### src/rtl/systolic_feeder_pkg.sv
// -----------------------------------------------------------------------------
// systolic_feeder_pkg
//   Shared definitions for the systolic array input feeder: default array
//   geometry and data widths, the feeder state encoding, and small helper
//   functions used to size counters and derive the stream length.
// -----------------------------------------------------------------------------
package systolic_feeder_pkg;

    // Defaults matching the 4x4 systolic array this block feeds.
    localparam int ROWS_DEF      = 4;
    localparam int COLS_DEF      = 4;
    localparam int K_DEF         = 4;
    localparam int WEST_DW_DEF   = 8;
    localparam int NORTH_DW_DEF  = 8;
    localparam int DRAIN_CYC_DEF = 4;

    typedef enum logic [1:0] {
        IDLE   = 2'd0,
        STREAM = 2'd1,
        DRAIN  = 2'd2,
        DONE   = 2'd3
    } state_t;

    function automatic int max_int(input int a, input int b);
        return (a > b) ? a : b;
    endfunction

    // Bits needed to hold the values 0 .. n-1 (never less than one bit).
    function automatic int width_for(input int n);
        return (n <= 1) ? 1 : $clog2(n);
    endfunction

    // Stream length: the last lane is offset by max(ROWS,COLS)-1 cycles and
    // still has to emit all K of its elements.
    function automatic int stream_len(input int k, input int rows, input int cols);
        return k + max_int(rows, cols) - 1;
    endfunction

endpackage

### src/rtl/systolic_skew_lane.sv
// -----------------------------------------------------------------------------
// systolic_skew_lane
//   One feeder lane: a K-entry element buffer plus the skewed read-out for a
//   lane sitting OFFSET cycles behind lane 0. When load_en is high the element
//   for stream cycle load_t is registered onto lane_out, or zero when that
//   cycle falls outside this lane's K-element window; otherwise lane_out
//   registers zero.
//
// Ports:
//   clk      in   clock, rising edge
//   rst      in   asynchronous active-low reset
//   wr_en    in   write strobe, already qualified for this lane
//   wr_k     in   reduction index of the element being written
//   wr_data  in   element data
//   load_en  in   register the element for stream cycle load_t
//   load_t   in   stream cycle whose value is loaded this edge
//   lane_out out  registered lane value toward the array edge
// -----------------------------------------------------------------------------
module systolic_skew_lane #(
    parameter int DW     = 8,
    parameter int K      = 4,
    parameter int OFFSET = 0,
    parameter int T_W    = 4,
    parameter int K_W    = 2
) (
    input  logic           clk,
    input  logic           rst,
    input  logic           wr_en,
    input  logic [K_W-1:0] wr_k,
    input  logic [DW-1:0]  wr_data,
    input  logic           load_en,
    input  logic [T_W-1:0] load_t,
    output logic [DW-1:0]  lane_out
);

    logic [DW-1:0] mem [K];
    logic [DW-1:0] sel;
    int            idx;

    // Element index this lane emits at stream cycle load_t.
    always_comb begin
        // NOTE: every always_comb output gets a default first so no path leaves it unassigned and no latch is inferred.
        sel = '0;
        idx = int'(load_t) - OFFSET;
        if (load_en && idx >= 0 && idx < K) begin
            sel = mem[idx[K_W-1:0]];
        end
    end

    always_ff @(posedge clk or negedge rst) begin
        if (!rst) begin
            // NOTE: the buffer is reset on purpose: a reset must leave a tile of zeros, so a restart streams zeros.
            for (int i = 0; i < K; i++) begin
                mem[i] <= '0;
            end
            lane_out <= '0;
        end else begin
            // NOTE: sequential state is assigned with <= so every register samples pre-edge values.
            if (wr_en && int'(wr_k) < K) begin
                mem[wr_k] <= wr_data;
            end
            lane_out <= sel;
        end
    end

endmodule

### src/rtl/systolic_feeder.sv
// -----------------------------------------------------------------------------
// systolic_feeder
//   Input staging and skew stage in front of a ROWS x COLS systolic array.
//   Holds an activation tile A[ROWS][K] and a weight tile B[K][COLS] loaded
//   through a write port while idle. On start it streams A into the west edge
//   and B into the north edge with lane i delayed i cycles (zero-filled), then
//   idles the edges for DRAIN_CYC cycles and pulses done.
//
// Ports:
//   clk        in   clock, rising edge
//   rst        in   asynchronous active-low reset
//   wr_en      in   buffer write strobe (honoured only when idle)
//   wr_sel     in   0 = A (activation) buffer, 1 = B (weight) buffer
//   wr_lane    in   row index for A, column index for B
//   wr_k       in   reduction index
//   wr_data    in   write data; low WEST_DW / NORTH_DW bits used
//   start      in   begin streaming (idle only, ignored together with wr_en)
//   busy       out  high while streaming and draining
//   done       out  one-cycle pulse after the drain period
//   out_valid  out  high while the edges carry stream cycles
//   west_out   out  lane r at [r*WEST_DW +: WEST_DW]
//   north_out  out  lane c at [c*NORTH_DW +: NORTH_DW]
// -----------------------------------------------------------------------------
module systolic_feeder
    import systolic_feeder_pkg::*;
#(
    parameter int ROWS      = ROWS_DEF,
    parameter int COLS      = COLS_DEF,
    parameter int K         = K_DEF,
    parameter int WEST_DW   = WEST_DW_DEF,
    parameter int NORTH_DW  = NORTH_DW_DEF,
    parameter int DRAIN_CYC = DRAIN_CYC_DEF,
    parameter int LANE_W    = width_for(max_int(ROWS, COLS)),
    parameter int K_W       = width_for(K),
    parameter int DATA_W    = max_int(WEST_DW, NORTH_DW)
) (
    input  logic                     clk,
    input  logic                     rst,
    input  logic                     wr_en,
    input  logic                     wr_sel,
    input  logic [LANE_W-1:0]        wr_lane,
    input  logic [K_W-1:0]           wr_k,
    input  logic [DATA_W-1:0]        wr_data,
    input  logic                     start,
    output logic                     busy,
    output logic                     done,
    output logic                     out_valid,
    output logic [ROWS*WEST_DW-1:0]  west_out,
    output logic [COLS*NORTH_DW-1:0] north_out
);

    localparam int L     = stream_len(K, ROWS, COLS);
    localparam int CNT_W = width_for(L + DRAIN_CYC + 1);

    localparam logic [CNT_W-1:0] LAST_T     = CNT_W'(L - 1);
    localparam logic [CNT_W-1:0] LAST_DRAIN = CNT_W'(DRAIN_CYC - 1);

    state_t           state;
    logic [CNT_W-1:0] cnt;

    logic             in_idle;
    logic             take_start;
    logic             wr_ok;
    logic             load_en;
    logic [CNT_W-1:0] load_t;

    assign in_idle    = (state == IDLE);
    assign wr_ok      = in_idle && wr_en;
    // A write in the same cycle wins over start.
    assign take_start = in_idle && start && !wr_en;

    // The lanes register the value of the stream cycle that begins after this
    // edge: t=0 on the edge that accepts start, t+1 while streaming, and zero
    // once the last stream cycle has been shown.
    always_comb begin
        load_en = 1'b0;
        load_t  = '0;
        case (state)
            IDLE: begin
                if (take_start) begin
                    load_en = 1'b1;
                end
            end
            STREAM: begin
                if (cnt != LAST_T) begin
                    load_en = 1'b1;
                    load_t  = cnt + 1'b1;
                end
            end
            default: ;
        endcase
    end

    // Control FSM; cnt is the stream cycle in STREAM and the drain cycle in
    // DRAIN, and its width leaves room for the whole run without wrapping.
    always_ff @(posedge clk or negedge rst) begin
        if (!rst) begin
            state     <= IDLE;
            cnt       <= '0;
            busy      <= 1'b0;
            done      <= 1'b0;
            out_valid <= 1'b0;
        end else begin
            done <= 1'b0;
            case (state)
                IDLE: begin
                    if (take_start) begin
                        state     <= STREAM;
                        cnt       <= '0;
                        busy      <= 1'b1;
                        out_valid <= 1'b1;
                    end
                end
                STREAM: begin
                    if (cnt == LAST_T) begin
                        state     <= DRAIN;
                        cnt       <= '0;
                        out_valid <= 1'b0;
                    end else begin
                        cnt <= cnt + 1'b1;
                    end
                end
                DRAIN: begin
                    if (cnt == LAST_DRAIN) begin
                        state <= DONE;
                        cnt   <= '0;
                        busy  <= 1'b0;
                        done  <= 1'b1;
                    end else begin
                        cnt <= cnt + 1'b1;
                    end
                end
                DONE: begin
                    state <= IDLE;
                end
                default: begin
                    state <= IDLE;
                end
            endcase
        end
    end

    // West lanes: row r of A, delayed r cycles. Out-of-range lane indices
    // match no instance and are dropped.
    for (genvar r = 0; r < ROWS; r++) begin : g_west
        logic a_wr;
        assign a_wr = wr_ok && !wr_sel && (wr_lane == LANE_W'(r));

        systolic_skew_lane #(
            .DW     (WEST_DW),
            .K      (K),
            .OFFSET (r),
            .T_W    (CNT_W),
            .K_W    (K_W)
        ) u_lane (
            .clk      (clk),
            .rst      (rst),
            .wr_en    (a_wr),
            .wr_k     (wr_k),
            .wr_data  (wr_data[WEST_DW-1:0]),
            .load_en  (load_en),
            .load_t   (load_t),
            .lane_out (west_out[r*WEST_DW +: WEST_DW])
        );
    end

    // North lanes: column c of B, delayed c cycles.
    for (genvar c = 0; c < COLS; c++) begin : g_north
        logic b_wr;
        assign b_wr = wr_ok && wr_sel && (wr_lane == LANE_W'(c));

        systolic_skew_lane #(
            .DW     (NORTH_DW),
            .K      (K),
            .OFFSET (c),
            .T_W    (CNT_W),
            .K_W    (K_W)
        ) u_lane (
            .clk      (clk),
            .rst      (rst),
            .wr_en    (b_wr),
            .wr_k     (wr_k),
            .wr_data  (wr_data[NORTH_DW-1:0]),
            .load_en  (load_en),
            .load_t   (load_t),
            .lane_out (north_out[c*NORTH_DW +: NORTH_DW])
        );
    end

endmodule

### config.mk
export PLATFORM = sky130hd
export DESIGN_NAME = systolic_feeder
export DESIGN_NICKNAME = d
export VERILOG_FILES = /design/src/rtl/systolic_feeder_pkg.sv /design/src/rtl/systolic_skew_lane.sv /design/src/rtl/systolic_feeder.sv
export SDC_FILE = /design/constraint.sdc
export NUM_CORES = 1
export LEC_CHECK = 0
export CORE_MARGIN = 3
export CORE_UTILIZATION = 55
export DETAILED_ROUTE_END_ITERATION = 10
export GPL_TIMING_DRIVEN = 1
export PLACE_DENSITY = 0.82
export SYNTH_ARGS = -nofsm -noshare
export SYNTH_HDL_FRONTEND = slang
export SYNTH_HIERARCHICAL = 1
export SYNTH_SLANG_ARGS = --single-unit
### constraint.sdc
create_clock -name clk -period 7.6 [get_ports clk]
set_input_delay 1.52 -clock clk [delete_from_list [all_inputs] [get_ports clk]]
set_output_delay 1.52 -clock clk [all_outputs]
set_load 0.01 [all_outputs]
==> metrics.md <==
| Metric | Value |
|---|---|
| Outcome | finished, final reports clean |
| Die area | 28,000 um2 |
| Largest net degree at the start of global routing | 177 |
| Row Count | 58 |
| PostCTS Resize Cnt | 0 |
| # setup viols final | 0 |
| Clock latency on the worst-skew pair | ~0.5 ns |
| Avg Inst Size Synth | around 16 um2 |
| Max Buffers Root-to-Sink | 3 |
| Critical path type | reg2reg |
| Commonest cells after routing, fill and taps aside | 329 x dfrtp_1, 256 x mux2_2, 80 x clkdlybuf4s50_1 |
| Global placer's final weighted congestion | roughly 0.8 |
| Final core utilization | around two thirds |
| Die Y | roughly 170 um |
| Area grow syn2layout | 16.6% |
| Crit Path Max Fanout | 29 |
| Detail Route Antenna Nets | 0 |
| H-tree Lvls | 2 |
| Cells after Synth | 901 |
| Pwr dens | around 300 nW/um2 |
| Lkg Pwr | 0.00768 uW |
| DR DRC count | 0 |
| Register area share after synthesis | between 50 and 60% |
| Fin Clk Skew | about 0.012 ns |
| Drt wl/cell | between 20 and 25 um |
| Nets | roughly 1,000 |
| Die W | 167 um |
| Peak VDD IR | approximately 0.15 mV |
| PortBufs | 83 |
| Synth top area cells | dfrtp_1 58%, mux2_2 20%, mux4_2 7.6% |
| Num Clock Sinks | 329 |
| Final TNS setup | 0 ns |
| Number of global-route vias before repair | approximately 8,700 |
| Data arrival time of the worst path | about 4.0 ns |
| HP Class | reg2reg |
| Critical Path End Type | flop |
| Fin crit period | roughly 3.7 ns |
| DRT iter0 DRCs | 559 |
| Net Count, Synth | 930 |
| Synth cell types | between 50 and 60 |
| Multi-input gate area | about 6000 um2 |
| Final Hold Viols | 0 |
| Io pins | 84 |
| DR vias | approximately 8,000 |
| YS warnings | 6 |
| Fin. max-slew vios | 0 |
| Top cell type by total area after synthesis | dfrtp_1 |
| Clock Root Buffer | clkbuf_16 |
| Max Clk Rate | 273 MHz |
| Most common cell after layout, fill and taps aside | dfrtp_1 |
| Slew @ Worst Pin | roughly 1.1 ns |
| Layout fillers | around 1,800 |
| Endpoint required time on the critical path | 7.95 ns |
| Vias per cell | about 6 |
| Share of layout cells above drive strength 1 | 40.4% |
| Max-cap violation count | 0 |
| GRT overflow | 0 |
| Hold-fix buffers, CTS | 0 |
| Worst-path clk slew | roughly 0.060 ns |
| Initial antenna violation count | 3 |
| Core area | 25,400 um2 |
| Crit share post-route | roughly half |
| Final wirelength | around 29,000 um |
| Detailed Place HPWL | approximately 18,000 um |
| Post-synth EDFFs | 0 |
| Seq cells post-synth | approximately 330 |
| First-pass GRT wire length | roughly 48,000 um |
| Starting density of the core | a little under three fifths |
| Drt pass-1 iters | 5 |
| Async SR Flop Fraction | 100% |
| Post-synthesis cell area | between 10,000 and 15,000 um2 |
| Register area | around 8000 um2 |
| CTS tree | done |
| Top_reg_cell synth | dfrtp_1 |
| CP startpoint kind | flop |
| Unrepaired setup endpoints after global routing | false |
| All-Layer GR Usage | between 20% and 30% |
| Top-area cell type share of the netlist area | 57.6% |
| TritonCTS buffer count | 34 |
| Post-CTS Setup Repair Bufs | 0 |
| Slew margin rel. | between 20% and 30% |
layout make-up:
class                   instances  share of cell area [%]
repair buffers                100                    5.80
flip-flops and latches        329                    49.4
multi-input cells             533                    35.3
inverters                      16                   0.360
well taps                     330                    2.48
clock buffers                  50                    6.27
diodes                          2                  0.0300
clock inverters                 7                   0.398
cells by family after synthesis:
kind of cell	synth area share, %
AND/OR/NAND/NOR	6.87
buffers and inverters	1.41
multiplexers	30.1
XOR/XNOR	0.0613
adder cells (fa/ha/maj)	1.05
flip-flops	57.6
AO/OA/AOI/OAI	2.97
through the flow:
step	total power, uW	hold slack (ns)	cell area (um2)	setup WS (ns)	instances
floorplan	3020	0.474	14300	4.37	901
global placement	3280	0.482	15600	3.75	1308
global route	5180	0.508	16700	3.54	1366
CTS	4990	0.501	16700	3.85	1365
detailed placement	3340	0.487	15600	3.63	1308
finish	4940	0.501	16700	3.93	1367
routing by layer:
metal	global-route usage (%)	vias up	part of all wire, %
met2	36.6	156	51
met1	28.6	4310	43
met5	0	-	0.024
met4	5.23	2	2.0
met3	3.61	46	4.3
li1	-	3606	-
sequential cells by signal (all words and copies together) (netlist names):
| signal | cells |
|---|---|
| g_north.u_lane/mem | 128 |
| g_west.u_lane/mem | 128 |
| g_north.u_lane/lane_out | 32 |
| g_west.u_lane/lane_out | 32 |
| cnt | 4 |
| state | 2 |
| busy | 1 |
| done | 1 |
| out_valid | 1 |
power by group:
part	internal [uW]	switching, uW
Clock	985	650
Combinational	595	514
Sequential	2050	148
Yosys cell counts (all sizes together), types with 3 or more instances:
| library cell | n |
|---|---|
| a21boi | 18 |
| a21oi | 4 |
| a31oi | 3 |
| buf | 23 |
| dfrtp | 329 |
| ha | 12 |
| inv | 16 |
| mux2 | 257 |
| mux2i | 32 |
| mux4 | 48 |
| nand2 | 10 |
| nand2b | 5 |
| nand3 | 13 |
| nand3b | 17 |
| nor2 | 18 |
| nor2b | 16 |
| nor3b | 26 |
| o21ai | 5 |
| o22ai | 17 |
| or4b | 4 |
path summary, 6_finish.rpt:
kind	endpoint	startpoint	cells past startpoint	slack (ns)
hold / removal	g_north[3].u_lane/mem[11]$_DFFE_PN0P_	g_north[3].u_lane/mem[11]$_DFFE_PN0P_	1	0.50
max in group asynchronous	g_north[1].u_lane/mem[14]$_DFFE_PN0P_	rst	2	5.20
setup / recovery	g_west[1].u_lane/lane_out[4]$_DFF_PN0_	cnt[0]$_DFFE_PN0P_	10	3.93
setup reg to reg	g_west[1].u_lane/lane_out[4]$_DFF_PN0_	cnt[0]$_DFFE_PN0P_	10	3.93
hold reg to reg	g_north[3].u_lane/mem[11]$_DFFE_PN0P_	g_north[3].u_lane/mem[11]$_DFFE_PN0P_	1	0.50
min in group asynchronous	g_west[2].u_lane/mem[14]$_DFFE_PN0P_	rst	1	0.96
critical path: stages, from the launching register on:
cell     delay [ns]
dfrtp_1        0.47
inv_1          0.07
ha_1           0.23
nand2_1        0.09
o21ai_2        0.15
nor2_4         0.70
buf_4          0.59
inv_1          0.10
ha_1           0.54
mux4_2         0.36
nor2b_1        0.17
Note: power is estimated with default switching activity, not from simulation.
